<file path="src/rtl/if_id_reg_if.sv">
// rtl/if_id_reg_if.sv - fetch/decode bundle for the IF/ID pipeline register
//
// Purpose: groups the fetch-side inputs and decode-side outputs of the IF/ID
// register so fetch, decode and the hazard unit connect through one port.
//
// Signals (direction as seen by the register, i.e. the slave modport):
//   keep        in   hazard stall, hold all outputs
//   flush       in   branch taken, discard captured instruction
//   iready_n    in   instruction memory not ready (instr_in invalid)
//   instr_in    in   instruction word from fetch
//   pc_in       in   PC of instr_in
//   pcp4_in     in   PC+4 of instr_in
//   valid_out   out  instr_out is a real instruction
//   instr_out   out  instruction to decode
//   pc_out      out  registered PC
//   pcp4_out    out  registered PC+4
//   rs1_out     out  instr_out[19:15], 0 on bubble
//   rs2_out     out  instr_out[24:20], 0 on bubble
//   rd_out      out  instr_out[11:7], 0 on bubble
//   bubble_cnt  out  number of bubbles loaded (wraps)

interface if_id_reg_if #(
    parameter int CNT_W = 16
);
    logic             keep;
    logic             flush;
    logic             iready_n;
    logic [31:0]      instr_in;
    logic [31:0]      pc_in;
    logic [31:0]      pcp4_in;
    logic             valid_out;
    logic [31:0]      instr_out;
    logic [31:0]      pc_out;
    logic [31:0]      pcp4_out;
    logic [4:0]       rs1_out;
    logic [4:0]       rs2_out;
    logic [4:0]       rd_out;
    logic [CNT_W-1:0] bubble_cnt;

    // Fetch / hazard side: drives the stage inputs, observes the outputs.
    modport master (
        output keep,
        output flush,
        output iready_n,
        output instr_in,
        output pc_in,
        output pcp4_in,
        input  valid_out,
        input  instr_out,
        input  pc_out,
        input  pcp4_out,
        input  rs1_out,
        input  rs2_out,
        input  rd_out,
        input  bubble_cnt
    );

    // The pipeline register itself.
    modport slave (
        input  keep,
        input  flush,
        input  iready_n,
        input  instr_in,
        input  pc_in,
        input  pcp4_in,
        output valid_out,
        output instr_out,
        output pc_out,
        output pcp4_out,
        output rs1_out,
        output rs2_out,
        output rd_out,
        output bubble_cnt
    );
endinterface

</file>
<file path="src/rtl/if_id_reg.sv">
// rtl/if_id_reg.sv - IF/ID pipeline register with bubble insertion and counter
//
// Purpose: registers instruction, PC and PC+4 from fetch for the decode stage.
// Inserts NOP bubbles after reset (one warm-up cycle), on a taken branch
// (FLUSH_BUBBLES cycles) and while instruction memory is not ready; holds
// everything while the hazard unit asserts keep. Register-source/destination
// fields are pre-extracted for the hazard unit and forced to 0 on bubbles.
//
// Ports:
//   clk   in   clock, all state updates on the rising edge
//   rst   in   synchronous active-high reset
//   bus   slave modport of if_id_reg_if (see that file for signal list)
//
// Parameters:
//   NOP_INSTR      bubble encoding (addi x0,x0,0)
//   RESET_PC       PC presented while in reset
//   FLUSH_BUBBLES  total bubble cycles per flush, 1..7
//   CNT_W          bubble counter width, must match the interface

module if_id_reg #(
    parameter logic [31:0] NOP_INSTR     = 32'h0000_0013,
    parameter logic [31:0] RESET_PC      = 32'h0001_0000,
    parameter int          FLUSH_BUBBLES = 1,
    parameter int          CNT_W         = 16
) (
    input  logic         clk,
    input  logic         rst,
    if_id_reg_if.slave   bus
);

    typedef enum logic [1:0] {
        ST_WARMUP = 2'd0,
        ST_RUN    = 2'd1,
        ST_FLUSH  = 2'd2
    } state_t;

    // The first flush bubble is loaded on the edge that sees flush, so the
    // FLUSH state only has to produce the remaining FLUSH_BUBBLES-1.
    localparam logic [2:0] FLUSH_RELOAD = 3'(FLUSH_BUBBLES - 1);

    state_t           state_q, state_d;
    logic [2:0]       fcnt_q, fcnt_d;
    logic             valid_q, valid_d;
    logic [31:0]      instr_q, instr_d;
    logic [31:0]      pc_q, pc_d;
    logic [31:0]      pcp4_q, pcp4_d;
    logic [4:0]       rs1_q, rs1_d;
    logic [4:0]       rs2_q, rs2_d;
    logic [4:0]       rd_q, rd_d;
    logic [CNT_W-1:0] cnt_q, cnt_d;

    logic             load_bubble;
    logic             capture;

    // Next-state and datapath select. Defaults hold every register, which
    // is exactly the keep behaviour.
    always_comb begin
        state_d     = state_q;
        fcnt_d      = fcnt_q;
        load_bubble = 1'b0;
        capture     = 1'b0;

        case (state_q)
            ST_WARMUP: begin
                // flush/keep/iready_n are ignored until the pipe is primed.
                load_bubble = 1'b1;
                state_d     = ST_RUN;
            end

            ST_RUN: begin
                if (bus.flush) begin
                    load_bubble = 1'b1;
                    if (FLUSH_BUBBLES > 1) begin
                        state_d = ST_FLUSH;
                        fcnt_d  = FLUSH_RELOAD;
                    end
                end else if (bus.keep) begin
                    load_bubble = 1'b0;
                end else if (bus.iready_n) begin
                    load_bubble = 1'b1;
                end else begin
                    capture = 1'b1;
                end
            end

            ST_FLUSH: begin
                if (bus.flush) begin
                    // A second branch during the shadow restarts the window.
                    load_bubble = 1'b1;
                    fcnt_d      = FLUSH_RELOAD;
                end else if (bus.keep) begin
                    // Bubble already showing; hold it without counting.
                    load_bubble = 1'b0;
                end else begin
                    load_bubble = 1'b1;
                    fcnt_d      = fcnt_q - 3'd1;
                    if (fcnt_q == 3'd1) begin
                        state_d = ST_RUN;
                    end
                end
            end

            default: begin
                load_bubble = 1'b1;
                state_d     = ST_WARMUP;
                fcnt_d      = 3'd0;
            end
        endcase
    end

    // Output register next values. PC/PC+4 are only ever updated on capture,
    // so bubbles keep the last real PC visible for exception/debug use.
    always_comb begin
        valid_d = valid_q;
        instr_d = instr_q;
        pc_d    = pc_q;
        pcp4_d  = pcp4_q;
        rs1_d   = rs1_q;
        rs2_d   = rs2_q;
        rd_d    = rd_q;
        cnt_d   = cnt_q;

        if (load_bubble) begin
            valid_d = 1'b0;
            instr_d = NOP_INSTR;
            rs1_d   = 5'd0;
            rs2_d   = 5'd0;
            rd_d    = 5'd0;
            cnt_d   = cnt_q + CNT_W'(1);
        end else if (capture) begin
            valid_d = 1'b1;
            instr_d = bus.instr_in;
            pc_d    = bus.pc_in;
            pcp4_d  = bus.pcp4_in;
            rs1_d   = bus.instr_in[19:15];
            rs2_d   = bus.instr_in[24:20];
            rd_d    = bus.instr_in[11:7];
        end
    end

    always_ff @(posedge clk) begin
        if (rst) begin
            state_q <= ST_WARMUP;
            fcnt_q  <= 3'd0;
            valid_q <= 1'b0;
            instr_q <= NOP_INSTR;
            pc_q    <= RESET_PC;
            pcp4_q  <= RESET_PC + 32'd4;
            rs1_q   <= 5'd0;
            rs2_q   <= 5'd0;
            rd_q    <= 5'd0;
            cnt_q   <= '0;
        end else begin
            state_q <= state_d;
            fcnt_q  <= fcnt_d;
            valid_q <= valid_d;
            instr_q <= instr_d;
            pc_q    <= pc_d;
            pcp4_q  <= pcp4_d;
            rs1_q   <= rs1_d;
            rs2_q   <= rs2_d;
            rd_q    <= rd_d;
            cnt_q   <= cnt_d;
        end
    end

    assign bus.valid_out  = valid_q;
    assign bus.instr_out  = instr_q;
    assign bus.pc_out     = pc_q;
    assign bus.pcp4_out   = pcp4_q;
    assign bus.rs1_out    = rs1_q;
    assign bus.rs2_out    = rs2_q;
    assign bus.rd_out     = rd_q;
    assign bus.bubble_cnt = cnt_q;

endmodule

</file>
<file path="src/flat_wrapper.sv">
// flat-port wrapper written by rule: the top's interface ports become plain ports
module if_id_reg_flat 
#(
    parameter logic [31:0] NOP_INSTR     = 32'h0000_0013,
    parameter logic [31:0] RESET_PC      = 32'h0001_0000,
    parameter int          FLUSH_BUBBLES = 1,
    parameter int          CNT_W         = 16
)
  (clk, rst, bus_keep, bus_flush, bus_iready_n, bus_instr_in, bus_pc_in, bus_pcp4_in, bus_valid_out, bus_instr_out, bus_pc_out, bus_pcp4_out, bus_rs1_out, bus_rs2_out, bus_rd_out, bus_bubble_cnt);
  if_id_reg_if #(.CNT_W(CNT_W)) bus_i ();
  input  logic clk;
  input  logic rst;
  input wire logic [$bits(bus_i.keep)-1:0] bus_keep;
  input wire logic [$bits(bus_i.flush)-1:0] bus_flush;
  input wire logic [$bits(bus_i.iready_n)-1:0] bus_iready_n;
  input wire logic [$bits(bus_i.instr_in)-1:0] bus_instr_in;
  input wire logic [$bits(bus_i.pc_in)-1:0] bus_pc_in;
  input wire logic [$bits(bus_i.pcp4_in)-1:0] bus_pcp4_in;
  output wire logic [$bits(bus_i.valid_out)-1:0] bus_valid_out;
  output wire logic [$bits(bus_i.instr_out)-1:0] bus_instr_out;
  output wire logic [$bits(bus_i.pc_out)-1:0] bus_pc_out;
  output wire logic [$bits(bus_i.pcp4_out)-1:0] bus_pcp4_out;
  output wire logic [$bits(bus_i.rs1_out)-1:0] bus_rs1_out;
  output wire logic [$bits(bus_i.rs2_out)-1:0] bus_rs2_out;
  output wire logic [$bits(bus_i.rd_out)-1:0] bus_rd_out;
  output wire logic [$bits(bus_i.bubble_cnt)-1:0] bus_bubble_cnt;
  assign bus_i.keep = bus_keep;
  assign bus_i.flush = bus_flush;
  assign bus_i.iready_n = bus_iready_n;
  assign bus_i.instr_in = bus_instr_in;
  assign bus_i.pc_in = bus_pc_in;
  assign bus_i.pcp4_in = bus_pcp4_in;
  assign bus_valid_out = bus_i.valid_out;
  assign bus_instr_out = bus_i.instr_out;
  assign bus_pc_out = bus_i.pc_out;
  assign bus_pcp4_out = bus_i.pcp4_out;
  assign bus_rs1_out = bus_i.rs1_out;
  assign bus_rs2_out = bus_i.rs2_out;
  assign bus_rd_out = bus_i.rd_out;
  assign bus_bubble_cnt = bus_i.bubble_cnt;
  if_id_reg #(.NOP_INSTR(NOP_INSTR), .RESET_PC(RESET_PC), .FLUSH_BUBBLES(FLUSH_BUBBLES), .CNT_W(CNT_W)) u_core (.clk(clk), .rst(rst), .bus(bus_i));
endmodule
</file>
<file path="config.mk">
export PLATFORM = sky130hd
export DESIGN_NAME = if_id_reg_flat
export DESIGN_NICKNAME = d
export VERILOG_FILES = /design/src/rtl/if_id_reg_if.sv /design/src/rtl/if_id_reg.sv /design/src/flat_wrapper.sv
export SDC_FILE = /design/constraint.sdc
export NUM_CORES = 1
export LEC_CHECK = 0
export ABC_AREA = 1
export BUFFER_PORTS_ARGS = -buffer_cell sky130_fd_sc_hd__clkbuf_2
export CAP_MARGIN = 15
export CELL_PAD_IN_SITES_DETAIL_PLACEMENT = 2
export CELL_PAD_IN_SITES_GLOBAL_PLACEMENT = 2
export CORE_MARGIN = 2
export CORE_UTILIZATION = 21
export CTS_CLUSTER_DIAMETER = 200
export DETAILED_ROUTE_END_ITERATION = 12
export PLACE_DENSITY = 0.78
export SLEW_MARGIN = 0
export SYNTH_ARGS = -nofsm -noshare
export SYNTH_HDL_FRONTEND = slang
export SYNTH_SLANG_ARGS = --single-unit
</file>
<file path="constraint.sdc">
create_clock -name clk -period 1.22 [get_ports clk]
set_clock_uncertainty 0.1 [all_clocks]
set_input_delay 0.061 -clock clk [delete_from_list [all_inputs] [get_ports clk]]
set_output_delay 0.061 -clock clk [all_outputs]
set_load 0.05 [all_outputs]
</file>
==> results of run 1 <==
## timing repair
item,4_1_cts,5_1_grt
hold endpoints to repair,98,0
cloned,4,9
hold buffers,97,0
gates resized for setup,211,225
endpoints found under the setup margin,175,207
buffers inserted,5,9
pin swaps,9,10
## where the power goes
| part | leakage [uW] | switching [uW] | internal, uW |
|---|---|---|---|
| registers | 0.000936 | 58.7 | 3800 |
| clock network | 0.000265 | 1850 | 2790 |
| logic | 0.00260 | 897 | 725 |
## worst max-delay path by stage
stage | to | slack [ns] | depth (start not counted)
after floorplan | u_core.bus.bubble_cnt[12] | -0.16 | 8
after global placement | u_core.bus.pcp4_out[23] | -0.17 | 7
after detailed placement | u_core.bus.instr_out[11] | -0.25 | 8
after CTS | u_core.bus.bubble_cnt[10] | -0.14 | 9
after global routing | u_core.bus.bubble_cnt[10] | -0.33 | 9
final | u_core.bus.pcp4_out[24] | -0.21 | 7
## cells by family (layout without fill, tap and decap cells)
kind of cell	count (synthesis)	count (layout)	share of synthesized area, %
buffers and inverters	63	429	8.250
and+or+nand+nor	278	278	25.80
AOI/OAI and AO/OA	105	105	12.29
other	0	3	0
DFF	114	114	53.36
adders and majority gates	1	1	0.2925
## cells in the mapped netlist, drive strengths merged, types with 11 or more instances
| library cell | count | area share, % |
|---|---|---|
| a21oi | 39 | 4.6 |
| buf | 35 | 5.8 |
| clkbuf | 11 | 0.97 |
| dfxtp | 114 | 53 |
| inv | 16 | 1.4 |
| nand2 | 107 | 9.8 |
| nand3 | 15 | 1.8 |
| nor2 | 153 | 14 |
| o21ai | 66 | 7.7 |
## state kept, by name (all words and copies together), names as in the netlist, 4 cells and up
signal / cells
u_core.bus.pc_out: 32
u_core.bus.pcp4_out: 32
u_core.bus.instr_out: 20
u_core.bus.bubble_cnt: 16
u_core.bus.rd_out: 4
u_core.bus.rs1_out: 4
u_core.bus.rs2_out: 4
## cells in the final DEF (no fill, tap or decap), types with 8 or more instances in the layout
cell type,instances
clkbuf_16,32
nand2_2,8
o21ai_1,20
nor2_1,140
nor2_4,8
buf_6,19
a21oi_2,31
dlygate4sd3_1,97
buf_2,33
buf_4,40
o21ai_2,36
clkbuf_4,50
inv_1,10
dfxtp_4,11
clkbuf_8,10
buf_12,9
dfxtp_1,96
nand2_1,93
clkbuf_2,102
## area by class of cell
cell class | instances | share of cell area (%)
repair buffers | 380 | 38.08
diodes | 3 | 0.08478
inverters | 17 | 0.9467
well taps | 270 | 3.815
multi-input cells | 384 | 24.59
flip-flops and latches | 114 | 26.34
clock buffers | 23 | 5.511
clock inverters | 9 | 0.6359
## routing by layer
layer	up-vias	part of all wire (%)	routed length, um
li1	2486	-	-
met1	2566	36	8448
met2	181	56	13270
met3	54	5.2	1233
met4	0	3.5	837
met5	-	0	0
## critical path, delay by kind of cell, from the launching register on
| family | cells | cell delay (ns) |
|---|---|---|
| flip-flops | 1 | 0.32 |
| buffers and inverters | 3 | 0.46 |
| AND/OR/NAND/NOR | 4 | 0.42 |
## stage by stage
step	util (%)	power, uW	area (sq um)
after global routing	44.04	10500	8855
after global placement	29.17	4875	5864
final	44.04	10120	8855
after detailed placement	29.17	4898	5864
after floorplan	-	4504	4348
after CTS	40.25	9968	8093
==> results.cfg, run 1 <==
[sta]
setup_ws_ns = -0.2138
clock.fmax_mhz = 697.4
fin_crit_sh_pct = 117.5
max_slew.worst_pin.slew_ns = 0.3909
slew_violations = 0
rsz0062_at_grt = true
setup_tns_ns = -14.51
hold_violations = 0
fin_hold_ws_ns = 0.07778
setup_viol = 115
relSlewSlack_pct = 73.94
min_period_ns = 1.434

[logic_synthesis]
synthArstFlopShare_pct = 0
synth-main-ff-cell = dfxtp_1
synth_fp_nets = 663
synth-seq-cells = 114
yosysWarningCount = 0
ys_types = 22
synth_cells = 561
synth_edf_count = 0
synth_area_sq_mm = 0.004277
yosysSeqAreaShare_pct = 53.36
syn_avg_cell_area_sq_um = 7.623

[global_route]
gr-usage-met1_pct = 19.05
use_met2_pct = 37.68
gr-usage-all-layers_pct = 19.41
antenna_found_initial = 3
grtUsageMet3_pct = 6.056
globalRoute.totalOverflow = 0
grt_max_degree = 41
grt_pass1_vias = 5965
busiest_layer = met2
grt_pass1_wl_mm = 32.49

[placed_design]
numPlacedInstances = 1043
hpwl_mm = 11.18
numPortBuffers = 228
finalWeightedCongestion = 0.7044
pre_cts_slack_ns = -0.2459

[route]
drc = 0
num_vias = 5287
wirelength_mm = 23.79
viasPerCell = 4.406
ant_nets = 0
first_pass_iters = 4
first_iter_violations = 110
routedWlPerCell_um = 19.82

[die]
start_util_pct = 21.27
rows = 52
io_pins = 229
die_w_um = 146.7
die_height_um = 146.7
coreArea_sq_mm = 0.02010
dieArea_sq_mm = 0.02152

[cts]
insertion_delay_ns = 0.42
cts_inserted_buffers = 17
cts_root_buffer = clkbuf_16
tritoncts = built
clock-sinks = 114
clkTransAtPathRegs_ns = 0.06
cts_max_level = 4
cts_buffer_depth = 2

[final_layout]
syn_to_final_growth_pct = 107.1
stdcell_count = 1200
layout.nets = 1016
nFillCells = 2126
layout-drive-gt1-share_pct = 48.54
regArea_sq_mm = 0.002332
multi_input_area_sq_mm = 0.002177

[critical_path]
reg2reg_depth = 7
critical_path.most_common_cell = nor2_1
arrival_ns = 1.63
required_ns = 1.41
slowest_stage = dfxtp_2
r2r-start = u_core.state_q[0]
cp_cell_sequence = inv_2, nor2_4, nand2_4, clkinv_4, clkbuf_16, nor2_1, nor2_1
r2r-end = u_core.bus.pcp4_out[24]
path_class = flop to flop
crit_start = u_core.state_q[0]
max_stage_delay_ns = 0.32
cp-end-kind = flop
ff2ff_setup_slack_ns = -0.21
cp_max_fo = 17
start_kind = flop

[power]
ir_drop_uv = 879.6
leakage_uw = 0.003805
powerDensity_mw_per_mm2 = 1143

[worst_hold_path]
holdPathStages = 5
hold_path.class = primary input to flop
min_to = u_core.bus.instr_out[4]
hold_path.startpoint = rst

[outcome]
violations = negative setup slack
status = complete, but fails checks

[job]
cap_violations = 0
(Power assumes the default switching activity.)
==> inputs of run 2 (changes only) <==
Settings changed: CTS_BUF_LIST set to sky130_fd_sc_hd__clkbuf_4 sky130_fd_sc_hd__clkbuf_8.
==> results.cfg, run 2 (same netlist as run 1, synthesis figures left out) <==
[worst_hold_path]
hold_path.startpoint = bus_iready_n
hold_path.class = primary input to flop
min_to = u_core.bus.bubble_cnt[3]
holdPathStages = 5

[critical_path]
reg2reg_depth = 7
arrival_ns = 1.71
r2r-start = u_core.state_q[0]
r2r-end = u_core.bus.pcp4_out[3]
ff2ff_setup_slack_ns = -0.27
cp-end-kind = flop
start_kind = flop
path_class = flop to flop
cp_max_fo = 6
required_ns = 1.44

[final_layout]
stdcell_count = 1206
final_common_cell = nor2_1
final_util_pct = 46.57
layout.nets = 1024
layout_common_cells = nor2_1 (138), clkbuf_2 (100), dlygate4sd3_1 (97)
syn_to_final_growth_pct = 118.9
layout-drive-gt1-share_pct = 55.19

[cts]
cts_buffer_depth = 2
clock-sinks = 114
cts_inserted_buffers = 17
cts_max_level = 4
cts_root_buffer = clkbuf_8
insertion_delay_ns = 0.44
clkTransAtPathRegs_ns = 0.08
tritoncts = built

[sta]
setup_ws_ns = -0.2693
clock.fmax_mhz = 671.5
max_slew.worst_pin.slew_ns = 0.4901
fin_crit_sh_pct = 122.1
min_period_ns = 1.489
hold_violations = 0
rsz0062_at_grt = true
setup_viol = 120
relSlewSlack_pct = 67.32
slew_violations = 0

[power]
pwr-share-seq_pct = 43.1
switching_share_pct = 30.37
leakage_uw = 0.003914
power_switching_uw = 2716
pwr-share-clk_pct = 37.3
powerDensity_mw_per_mm2 = 955.4
power.internal_uw = 6229
pwr-share-comb_pct = 19.6
ir_drop_uv = 668.7

[route]
first_pass_iters = 4
num_vias = 5330
routedWlPerCell_um = 21.43
drc = 0
wirelength_mm = 25.84
viasPerCell = 4.420
first_iter_violations = 137
ant_nets = 0

[global_route]
gr-usage-all-layers_pct = 19.16
globalRoute.totalOverflow = 0
grt_max_degree = 41
grt_pass1_vias = 5819
antenna_found_initial = 1
grt_pass1_wl_mm = 32.14

[placed_design]
pre_cts_slack_ns = -0.2459
numPlacedInstances = 1043
numPortBuffers = 228
finalWeightedCongestion = 0.7044
hpwl_mm = 11.18

[die]
coreArea_sq_mm = 0.02010
rows = 52
dieArea_sq_mm = 0.02152
start_util_pct = 21.27
die_w_um = 146.7
die_height_um = 146.7
io_pins = 229

[job]
cap_violations = 0

[outcome]
status = complete, but fails checks
violations = negative setup slack
-- run 2: final cells by class --
type                    instances  area, sq um
inverters                      17        88.84
diodes                          1        2.502
multi-input cells             384         2406
repair buffers                387         3791
clock inverters                 9        56.30
flip-flops and latches        114         2367
well taps                     270        337.8
repair inverters                1        8.758
fillers                      2087        10740
clock buffers                  23        304.0
-- run 2: how the worst max path moves through the flow --
stage | startpoint | endpoint | slack (ns) | cells past startpoint
after floorplan | u_core.bus.bubble_cnt[1] | u_core.bus.bubble_cnt[12] | -0.16 | 8
after global placement | u_core.state_q[0] | u_core.bus.pcp4_out[23] | -0.17 | 7
after detailed placement | u_core.state_q[0] | u_core.bus.instr_out[11] | -0.25 | 8
after CTS | u_core.bus.bubble_cnt[0] | u_core.bus.bubble_cnt[10] | -0.18 | 9
after global routing | u_core.state_q[0] | u_core.bus.pcp4_out[3] | -0.32 | 7
final | u_core.state_q[0] | u_core.bus.pcp4_out[3] | -0.27 | 7
-- run 2: power groups by stage --
stage	clock, uW	combinational [uW]	sequential [uW]
2_1_floorplan	0	274	4230
3_3_place_gp	0	951	3920
3_5_place_dp	0	970	3930
4_1_cts	3410	1390	3840
5_1_grt	3620	1850	3860
6_report	3340	1750	3860
-- run 2: repair_timing --
item                                    CTS  global route
gates cloned                              5            13
endpoints found under the setup margin  236           215
pin swaps                                17            19
hold endpoints to repair                 98             0
hold buffers                             97             0
setup buffers                             8            10
gates resized for setup                 238           433
-- run 2: per-stage QoR --
stage	setup TNS, ns	power (uW)	area (sq um)	hold WS (ns)
final	-16.01	8945	9363	0.06289
after global placement	-8.311	4875	5864	0.1689
after global routing	-24.18	9332	9363	0.05338
after detailed placement	-11.79	4898	5864	0.1725
after CTS	-11.72	8643	8087	0.01043
after floorplan	-0.8583	4504	4348	0.02524
-- run 2: routing by layer --
layer  vias up  global-route usage [%]  wire (um)  part of all wire (%)
met5         -                       0          0                     0
met3        47                   5.963       1310                   5.1
met2       190                   36.76      14480                    56
met1      2588                   19.73       9298                    36
li1       2505                       -          -                     -
met4         0                   6.068        745                   2.9
-- run 2: worst max-delay path, stage by stage, from the launching register on --
cell and delay (ns):
dfxtp_2 0.32, inv_2 0.04, nor2_4 0.15, nand2_8 0.13, clkbuf_16 0.22, buf_16 0.16
o21ai_4 0.15, nor2_1 0.09
==> inputs of run 3 (changes only) <==
Clock period 1.22 ns to 1.2 ns, I/O delays scaled along.
==> results.cfg, run 3 (same netlist as run 1, synthesis figures left out) <==
[outcome]
status = complete, but fails checks
violations = negative setup slack

[sta]
setup_viol = 133
fin_crit_sh_pct = 128.1
setup_ws_ns = -0.3368
fin_hold_ws_ns = 0.06862
min_period_ns = 1.537
relSlewSlack_pct = 69.01
max_slew.worst_pin.slew_ns = 0.4648
hold_violations = 0
clock.fmax_mhz = 650.7
rsz0062_at_grt = true
slew_violations = 0
setup_tns_ns = -23.81

[critical_path]
path_class = flop to flop
critical_path.most_common_cell = nand2_1
cp_cell_sequence = nand2_1, nor2_4, buf_4, nand2_2, nor2_4, nand2_1, nand2_1, nor2_1
max_stage_delay_ns = 0.39
required_ns = 1.45
start_kind = flop
cp-end-kind = flop
slowest_stage = dfxtp_4
arrival_ns = 1.78
reg2reg_depth = 8
cp_max_fo = 4

[global_route]
grt_pass1_wl_mm = 38.87
grt_pass1_vias = 6491
antenna_found_initial = 4
grt_max_degree = 61
gr-usage-all-layers_pct = 23.79
globalRoute.totalOverflow = 0

[final_layout]
layout_common_cells = clkbuf_2 (100), dlygate4sd3_1 (99), nand2_1 (75)
layout-drive-gt1-share_pct = 69.73
nFillCells = 1934
final_util_pct = 53.50
final_common_cell = clkbuf_2
layout.nets = 1047
syn_to_final_growth_pct = 151.5
final_cell_area_sq_mm = 0.01076

[cts]
clkTransAtPathRegs_ns = 0.09
tritoncts = built
cts_root_buffer = clkbuf_8
cts_buffer_depth = 2
insertion_delay_ns = 0.46
cts_max_level = 4
cts_inserted_buffers = 17
clock-sinks = 114

[route]
num_vias = 5704
drc = 0
first_iter_violations = 173
first_pass_iters = 4
wirelength_mm = 32.42
routedWlPerCell_um = 26.31
ant_nets = 0
viasPerCell = 4.630

[placed_design]
placed_area_sq_mm = 0.005917
numPortBuffers = 228
finalWeightedCongestion = 0.6996
hpwl_mm = 11.48

[power]
leakage_uw = 0.004436
ir_drop_uv = 747.6
powerDensity_mw_per_mm2 = 948.0

[worst_hold_path]
hold_path.class = primary input to flop
holdPathStages = 4

[die]
coreArea_sq_mm = 0.02010
start_util_pct = 21.27
rows = 52
io_pins = 229
die_w_um = 146.7
die_height_um = 146.7
dieArea_sq_mm = 0.02152

[job]
cap_violations = 0
run 3: what timing repair did:
action | CTS | global route
hold endpoints to repair | 98 | 0
hold buffers | 99 | 0
pin swaps | 8 | 69
setup buffers | 13 | 15
gates resized for setup | 474 | 400
cloned | 9 | 15
setup endpoints to repair | 241 | 230
run 3: per-stage QoR:
step	setup slack, ns	cells	total power, uW
final	-0.3368	1232	10200
after global routing	-0.4085	1232	10490
after CTS	-0.1879	1203	9564
after detailed placement	-0.2550	1050	4981
after global placement	-0.1595	1050	4958
after floorplan	-0.1773	561	4581
run 3: path summary, 6_finish.rpt:
check                            from  slack (ns)                  endpoint
max reg2reg  u_core.bus.bubble_cnt[0]       -0.34  u_core.bus.bubble_cnt[7]
min reg2reg    u_core.bus.pcp4_out[8]        0.39    u_core.bus.pcp4_out[8]
max          u_core.bus.bubble_cnt[0]       -0.34  u_core.bus.bubble_cnt[7]
min                               rst        0.07    u_core.bus.pcp4_out[2]
run 3: routing by layer:
layer | wire length (um) | vias up | track usage (%)
li1 | - | 2551 | -
met1 | 11020 | 2859 | 22.86
met2 | 18790 | 228 | 46.97
met3 | 1349 | 66 | 6.366
met4 | 1254 | 0 | 10.53
met5 | 0 | - | 0
run 3: layout make-up:
| cell class | instances | area [sq um] | share of cell area, % |
|---|---|---|---|
| repair buffers | 411 | 4654 | 43.28 |
| flip-flops and latches | 114 | 2475 | 23.01 |
| inverters | 17 | 98.84 | 0.9190 |
| clock buffers | 17 | 234.0 | 2.175 |
| multi-input cells | 384 | 2761 | 25.67 |
| well taps | 270 | 337.8 | 3.141 |
| clock inverters | 15 | 183.9 | 1.710 |
| diodes | 4 | 10.01 | 0.09307 |
run 3: report_power, final:
group | total, uW | switching [uW] | internal [uW]
Clock | 4200 | 2130 | 2070
Combinational | 2040 | 1080 | 958
Sequential | 3960 | 123 | 3830
Total | 10200 | 3330 | 6860
run 3: critical path: cells and delay by family, from the launching register on:
family / cells / cell delay (ns)
DFF: 1 / 0.39
buffers and inverters: 1 / 0.14
and+or+nand+nor: 7 / 0.79
